===== config.mk =====
export PLATFORM = sky130hd
export DESIGN_NAME = mem_arbiter
export DESIGN_NICKNAME = d
export VERILOG_FILES = /design/src/rtl/mem_arbiter.sv
export SDC_FILE = /design/constraint.sdc
export NUM_CORES = 1
export LEC_CHECK = 0
export BUFFER_PORTS_ARGS = -buffer_cell sky130_fd_sc_hd__buf_2
export CORE_MARGIN = 1
export CORE_UTILIZATION = 47
export DETAILED_ROUTE_END_ITERATION = 12
export PLACE_DENSITY = 0.8
export SYNTH_ARGS = -nofsm -noshare
export SYNTH_HDL_FRONTEND = slang
export SYNTH_SLANG_ARGS = --single-unit

===== constraint.sdc =====
create_clock -name clock -period 5.2 [get_ports clock]
set_input_delay 0 -clock clock [delete_from_list [all_inputs] [get_ports clock]]
set_output_delay 0 -clock clock [all_outputs]
set_load 0.01 [all_outputs]

===== src/rtl/mem_arbiter.sv =====
// mem_arbiter: round-robin arbiter of an instruction-fetch port and a data port onto one memory port
module mem_arbiter #(
    parameter int          TIMEOUT  = 16,
    parameter logic [31:0] ERR_WORD = 32'hDEADBEEF
) (
    input  logic        clock,
    input  logic        reset,
    input  logic        i_req,
    input  logic [31:0] i_addr,
    output logic [31:0] i_rdata,
    output logic        i_ready,
    output logic        i_err,
    input  logic        d_req,
    input  logic        d_we,
    input  logic [31:0] d_addr,
    input  logic [31:0] d_wdata,
    input  logic [3:0]  d_be,
    output logic [31:0] d_rdata,
    output logic        d_ready,
    output logic        d_err,
    output logic        m_req,
    output logic        m_we,
    output logic [31:0] m_addr,
    output logic [31:0] m_wdata,
    output logic [3:0]  m_be,
    input  logic [31:0] m_rdata,
    input  logic        m_ack,
    output logic [1:0]  owner
);
    typedef enum logic [1:0] {IDLE, GRANT_I, GRANT_D, RESP} state_t;
    state_t      state, state_nx;
    logic        last_d;
    logic [7:0]  cnt;
    logic        busy, tout, done, pick_i, pick_d;
    // arbitration, timeout detection and next state; ack in the final wait cycle wins over abort
    always_comb begin
        busy     = (state == GRANT_I) || (state == GRANT_D);
        tout     = busy && !m_ack && (cnt == 8'(TIMEOUT - 1));
        done     = busy && (m_ack || tout);
        pick_i   = (state == IDLE) && i_req && (!d_req || last_d);
        pick_d   = (state == IDLE) && d_req && !pick_i;
        state_nx = pick_i ? GRANT_I : pick_d ? GRANT_D : done ? RESP : (state == RESP) ? IDLE : state;
    end
    // state register
    always_ff @(posedge clock or posedge reset) begin
        if (reset) state <= IDLE;
        else       state <= state_nx;
    end
    // command latch at grant, wait counting, and result capture into the one-cycle response
    always_ff @(posedge clock or posedge reset) begin
        if (reset) begin
            m_req   <= 1'b0;
            m_we    <= 1'b0;
            m_addr  <= '0;
            m_wdata <= '0;
            m_be    <= '0;
            cnt     <= '0;
            last_d  <= 1'b1;
            owner   <= 2'b00;
            i_ready <= 1'b0;
            i_err   <= 1'b0;
            i_rdata <= '0;
            d_ready <= 1'b0;
            d_err   <= 1'b0;
            d_rdata <= '0;
        end else begin
            i_ready <= 1'b0;
            i_err   <= 1'b0;
            d_ready <= 1'b0;
            d_err   <= 1'b0;
            if (pick_i) begin
                m_req   <= 1'b1;
                m_we    <= 1'b0;
                m_addr  <= i_addr;
                m_wdata <= '0;
                m_be    <= 4'hF;
                cnt     <= '0;
                last_d  <= 1'b0;
                owner   <= 2'b01;
            end else if (pick_d) begin
                m_req   <= 1'b1;
                m_we    <= d_we;
                m_addr  <= d_addr;
                m_wdata <= d_wdata;
                m_be    <= d_be;
                cnt     <= '0;
                last_d  <= 1'b1;
                owner   <= 2'b10;
            end else if (done) begin
                m_req <= 1'b0;
                if (state == GRANT_I) begin
                    i_ready <= 1'b1;
                    i_err   <= tout;
                    i_rdata <= tout ? ERR_WORD : m_rdata;
                end else begin
                    d_ready <= 1'b1;
                    d_err   <= tout;
                    if (!m_we) d_rdata <= tout ? ERR_WORD : m_rdata;
                end
            end else if (busy) begin
                cnt <= cnt + 8'd1;
            end else if (state == RESP) begin
                owner <= 2'b00;
            end
        end
    end
endmodule

### Word-level counts from Yosys, hierarchy flattened

Index checks and enable logic that the tools add are counted.

* register bits: 151
* latch bits: 0
* bits in writable memories: 0
* bits in read-only memories: 0
* input bits: 138
* output and inout port bits: 140
* word-level logic and storage cells: 91
* memories: 0

* add/subtract/negate cells: 1
* $mul: 0
* div/mod/pow operators: 0
* order comparisons: 0
* equal/unequal tests: 6
* shift operators: 0
* multiplexer cells: 42
* bitwise operators: 4
* reduce and logical (&&, ||, !) cells: 23

Operators by type and width (number)
* two-way mux 32 bit: 5
* two-way mux 8 bit: 4
* two-way mux 1 bit: 23
* two-way mux 2 bit: 8
* nonzero test 3 bit: 3
* adder 8 x 1 -> 8 bit (second input constant): 1
* == test 8 x 4 -> 1 bit (second input constant): 1
* two-way mux 4 bit: 2
* logical AND 1 bit: 7
* inequality test 3 x 1 -> 1 bit (second input constant): 2
* AND reduction 5 bit: 1
* == test 2 bit (second input constant): 2
* inverter 1 bit: 4
* AND reduction 4 bit: 1
* nonzero test 4 bit: 1
* logical NOT 1 bit: 3
* logical OR 1 bit: 3
* AND reduction 3 bit: 1
* == test 2 x 1 -> 1 bit (second input constant): 1
* logical NOT 2 bit: 1
* AND reduction 2 bit: 1
* nonzero test 2 bit: 1

### Longest topological paths before layout

* depth after elaboration: 9
* mapped depth: 9
* gate-level depth less buffers: 7

### Worst setup path after synthesis

Ideal clock, no wire load.

* path type: flip-flop to flip-flop
* from: reg state[0]
* to: reg i_rdata[0]
* setup time: 0.126 ns
* arrival time: 1.762 ns
* required time: 5.074 ns
* slack: 3.311 ns
* cell stages (with the launch flop): 10
* buffers on the path: 2
* period minus slack after synthesis: 1.889 ns
* cell sequence: dfrtp_1 inv_1 ha_1 and2_1 buf_2 a21o_2 nand2_4 inv_4 buf_6 o32a_1

* cells in the longest elaborated chain, start to end: 7
* elaborated cells between the ends (all ways): 17
* those cells by class: 2 x eq/ne; 1 x mux; 2 x bitwise; 12 x reduce/logical

RTL lines
* from (decl): RTL line 31 `state_t state, state_nx;`
* from (signal assigned): RTL line 47 `else state <= state_nx;`
* == test 2 x 1 -> 1 bit (tied with other cells): RTL line 37, 91
* logical OR 1 bit or logical AND 1 bit (tied branches): RTL line 37, 40
* logical AND 1 bit (on tied branches): RTL line 38, 40
* logical AND 1 bit or logical NOT 1 bit (tied branches): RTL line 38, 41
* logical OR 1 bit or logical AND 1 bit (tied branches): RTL line 39, 41
* logical AND 1 bit or inverter 1 bit (tied branches)
* AND reduction 4 bit (no source line)
* to (signal assigned): RTL line 94 `i_rdata <= tout ? ERR_WORD : m_rdata;`
* to (decl): RTL line 10 `output logic [31:0] i_rdata,`

Several ways; a longest one is shown, not always the timed one.
A chain may end at the register's enable or synchronous reset.

### Worst setup path in the final report

* from: reg state[0]
* to: reg m_addr[19]

* cells in the longest elaborated chain, start to end: 6
* elaborated cells between the ends (all ways): 8
* those cells by class: 1 x mux; 7 x reduce/logical

RTL lines
* logical NOT 2 bit (*): RTL line 40, 41
* logical AND 1 bit (2 in a row): RTL line 40 `pick_i = (state == IDLE) && i_req && (!d_req || last_d);`
* logical NOT 1 bit: RTL line 41 `pick_d = (state == IDLE) && d_req && !pick_i;`
* logical AND 1 bit: RTL line 41
* nonzero test 2 bit (no source line)
* to (signal assigned): RTL line 74 `m_addr <= i_addr;`
* to (signal assigned): RTL line 83 `m_addr <= d_addr;`
* to (decl): RTL line 23 `output logic [31:0] m_addr,`

Mark *: on every way between the ends. The rest lies on a longest branch, timed or not.

==> flow_metrics.tcl <==
set metrics [dict create \
    status "finished clean" \
    cp-end-kind "flop" \
    rrSetupSlack_ns 2.38 \
    fillCellCount 797 \
    cts_tree "built" \
    crit_start "state[0]" \
    holdBufCountCts 138 \
    die_h_um 117 \
    multi_input_area_um2 2160 \
    fin_crit_sh_pct 54.2 \
    numCtsBuffers 17 \
    dpl_cell_area_um2 7610 \
    path_max_fanout 71 \
    fin_setup_tns_ns 0 \
    drive_above_1_share_pct 33.0 \
    place.gp.congestion 0.817 \
    synth_area_per_cell_um2 10.7 \
    ys_ff_latch 151 \
    start_util_pct 48.5 \
    r2r_start "state[0]" \
    p_leak_nw 4.64 \
    num-nets-final 1113 \
    setup_viol 0 \
    fin_ws_ns 2.38 \
    drt_iter0_drc 448 \
    antenna_found_initial 0 \
    hpwl_mm 11.1 \
    wirelength_mm 21.1 \
    pwr_density_cell_nw_per_um2 624 \
    drtPass1Iterations 5 \
    worst_ep_required_time_ns 5.56 \
    vias 6439 \
    tightest_slew_ns 1.24 \
    yosysWarnings 0 \
    hp-class "in -> async" \
    maxCapViolations 0 \
    ios 278 \
    synth_cell_types 42 \
    max_freq_mhz 355 \
    worstPathArrival_ns 3.18 \
    place_ws_ns 2.67 \
    cts_resized 0 \
    overflow 0 \
    skew_ns 0.00835 \
    clock_sinks 151 \
    viasPerCell 5.57 \
    htree_levels 4 \
    r2r_cells 7 \
    die_w_um 117 \
    grt_pass1_vias 6364 \
    cts.clk_slew.worst_paths_ns 0.06 \
    maxSlewViolCount 0 \
    worstSetupStartpointType "flop" \
    post-cts-setup-buffers 0 \
    syn_to_final_growth_pct 55.6 \
    fin_crit_ns 2.82 \
    antenna_cells 0 \
    power_mw 5.99 \
    drt-wirelength-per-cell_um 18.2 \
    design_area_um2 9610 \
    ys_seq_area_share_pct 61.2 \
    die_area_um2 13600 \
    r2r_end "m_addr[19]" \
    grt_pass1_wl_mm 32.0 \
    grt_max_degree 93 \
    slew_headroom_pct 17.2 \
    drc 0 \
    hold_viol 0 \
    syn_area_um2 6170 \
    clkLatencyLatePin_ns 0.42 \
    rows 41 \
    cts.path.max_buffers 2 \
    synth_nets 718 \
    syn_inst 576 \
    holdWs_ns 0.332 \
    cts-root-buf "clkbuf_16" \
    rsz0062_at_grt "no" \
    antenna_left 0 \
    peakVddDrop_mv 0.354 \
    core_area_um2 12700 \
    port_buffers 277 \
    grt_usage_pct 31.2 \
    regArea_um2 3780 \
    path_class "reg -> reg" \
    endpoint "m_addr[19]" \
]
## registers in the layout, indices dropped and copies added (netlist names)
signal and flops:
last_d 1, m_wdata 32, cnt 8, d_ready 1, i_rdata 32, i_ready 1
owner 2, d_err 1, i_err 1, m_req 1, d_rdata 32, m_we 1
state 2, m_be 4, m_addr 32
## area by class of cell
cell class,instances,share of cell area [%]
Timing Repair Buffer,420,29.2
Clock buffer,23,4.87
Tap cell,172,2.24
Clock inverter,8,1.52
Sequential cell,151,39.4
Inverter,7,0.352
Multi-Input combinational cell,374,22.5
## logic make-up after synthesis
group	synth area share, %
flops	61.2
xor+xnor	0.567
buf+inv	3.99
compound gates	18.6
simple gates	14.8
fa+ha+maj	0.811
## cell usage after synthesis (all sizes together)
cell / number / area, um2
or3: 2 / 12.5
a32o: 16 / 160
ha: 4 / 50.1
inv: 7 / 28.8
o21a: 1 / 7.51
dfrtp: 150 / 3750
buf: 10 / 90.1
and2: 4 / 25.0
nor2: 38 / 159
and4: 1 / 8.76
nor2b: 1 / 6.26
nand3: 6 / 30.0
a21o: 2 / 16.3
xor2: 4 / 35.0
nand4: 2 / 12.5
a21oi: 42 / 214
and4b: 1 / 10.0
dfstp: 1 / 26.3
o32ai: 1 / 8.76
or4: 1 / 7.51
clkbuf: 34 / 128
a21boi: 1 / 7.51
a31oi: 33 / 206
a311oi: 1 / 8.76
and3: 2 / 12.5
nand2: 151 / 577
nor3: 3 / 26.3
nor4: 2 / 27.5
o21ai: 7 / 38.8
o32a: 48 / 480
## worst min-delay path by stage
stage                       to  slack, ns        from
CTS                 i_rdata[1]       0.32       reset
detailed placement  i_rdata[0]       0.22       reset
global route        m_wdata[6]       0.38  d_wdata[6]
floorplan           m_wdata[0]       0.13  d_wdata[0]
finish              i_rdata[0]       0.33       reset
global placement    m_addr[27]       0.22       reset
## metrics by stage
stage	instances	utilization (%)
after floorplan	576	-
after global placement	986	59.8
after detailed placement	986	59.8
after CTS	1155	75.5
after global routing	1155	75.5
final	1155	75.5
## per-layer routing
metal,part of all wire (%),global-route usage (%)
met1,37,35.7
met2,52,54.6
met3,7.8,6.43
met4,3.7,17.0
met5,0,0
## worst max-delay path, stage by stage, from the launching register on
cell,delay (ns)
dfrtp_1,0.39
inv_1,0.06
ha_1,0.26
nand2_1,0.12
a21o_2,0.92
nor2_1,0.15
a31oi_1,0.24
dlygate4sd3_1,0.58
## power by group
part	leakage [nW]	switching (mW)	internal [mW]
Clock	0.297	0.469	0.825
Sequential	1.82	0.338	1.74
Combinational	2.52	1.44	1.18
## placed cells by master (no fill, tap or decap), types with 4 or more instances in the layout
| cell | count |
|---|---|
| nand2_1 | 148 |
| xor2_1 | 4 |
| bufinv_16 | 4 |
| nand3_1 | 6 |
| clkbuf_16 | 17 |
| clkbuf_1 | 4 |
| inv_1 | 5 |
| a32o_1 | 16 |
| buf_2 | 277 |
| ha_1 | 4 |
| o32a_1 | 48 |
| a21oi_1 | 40 |
| nor2_1 | 37 |
| dfrtp_1 | 150 |
| a31oi_1 | 33 |
| o21ai_0 | 5 |
| buf_4 | 5 |
| dlygate4sd3_1 | 138 |
No activity file was read; power rests on OpenSTA's default activity.
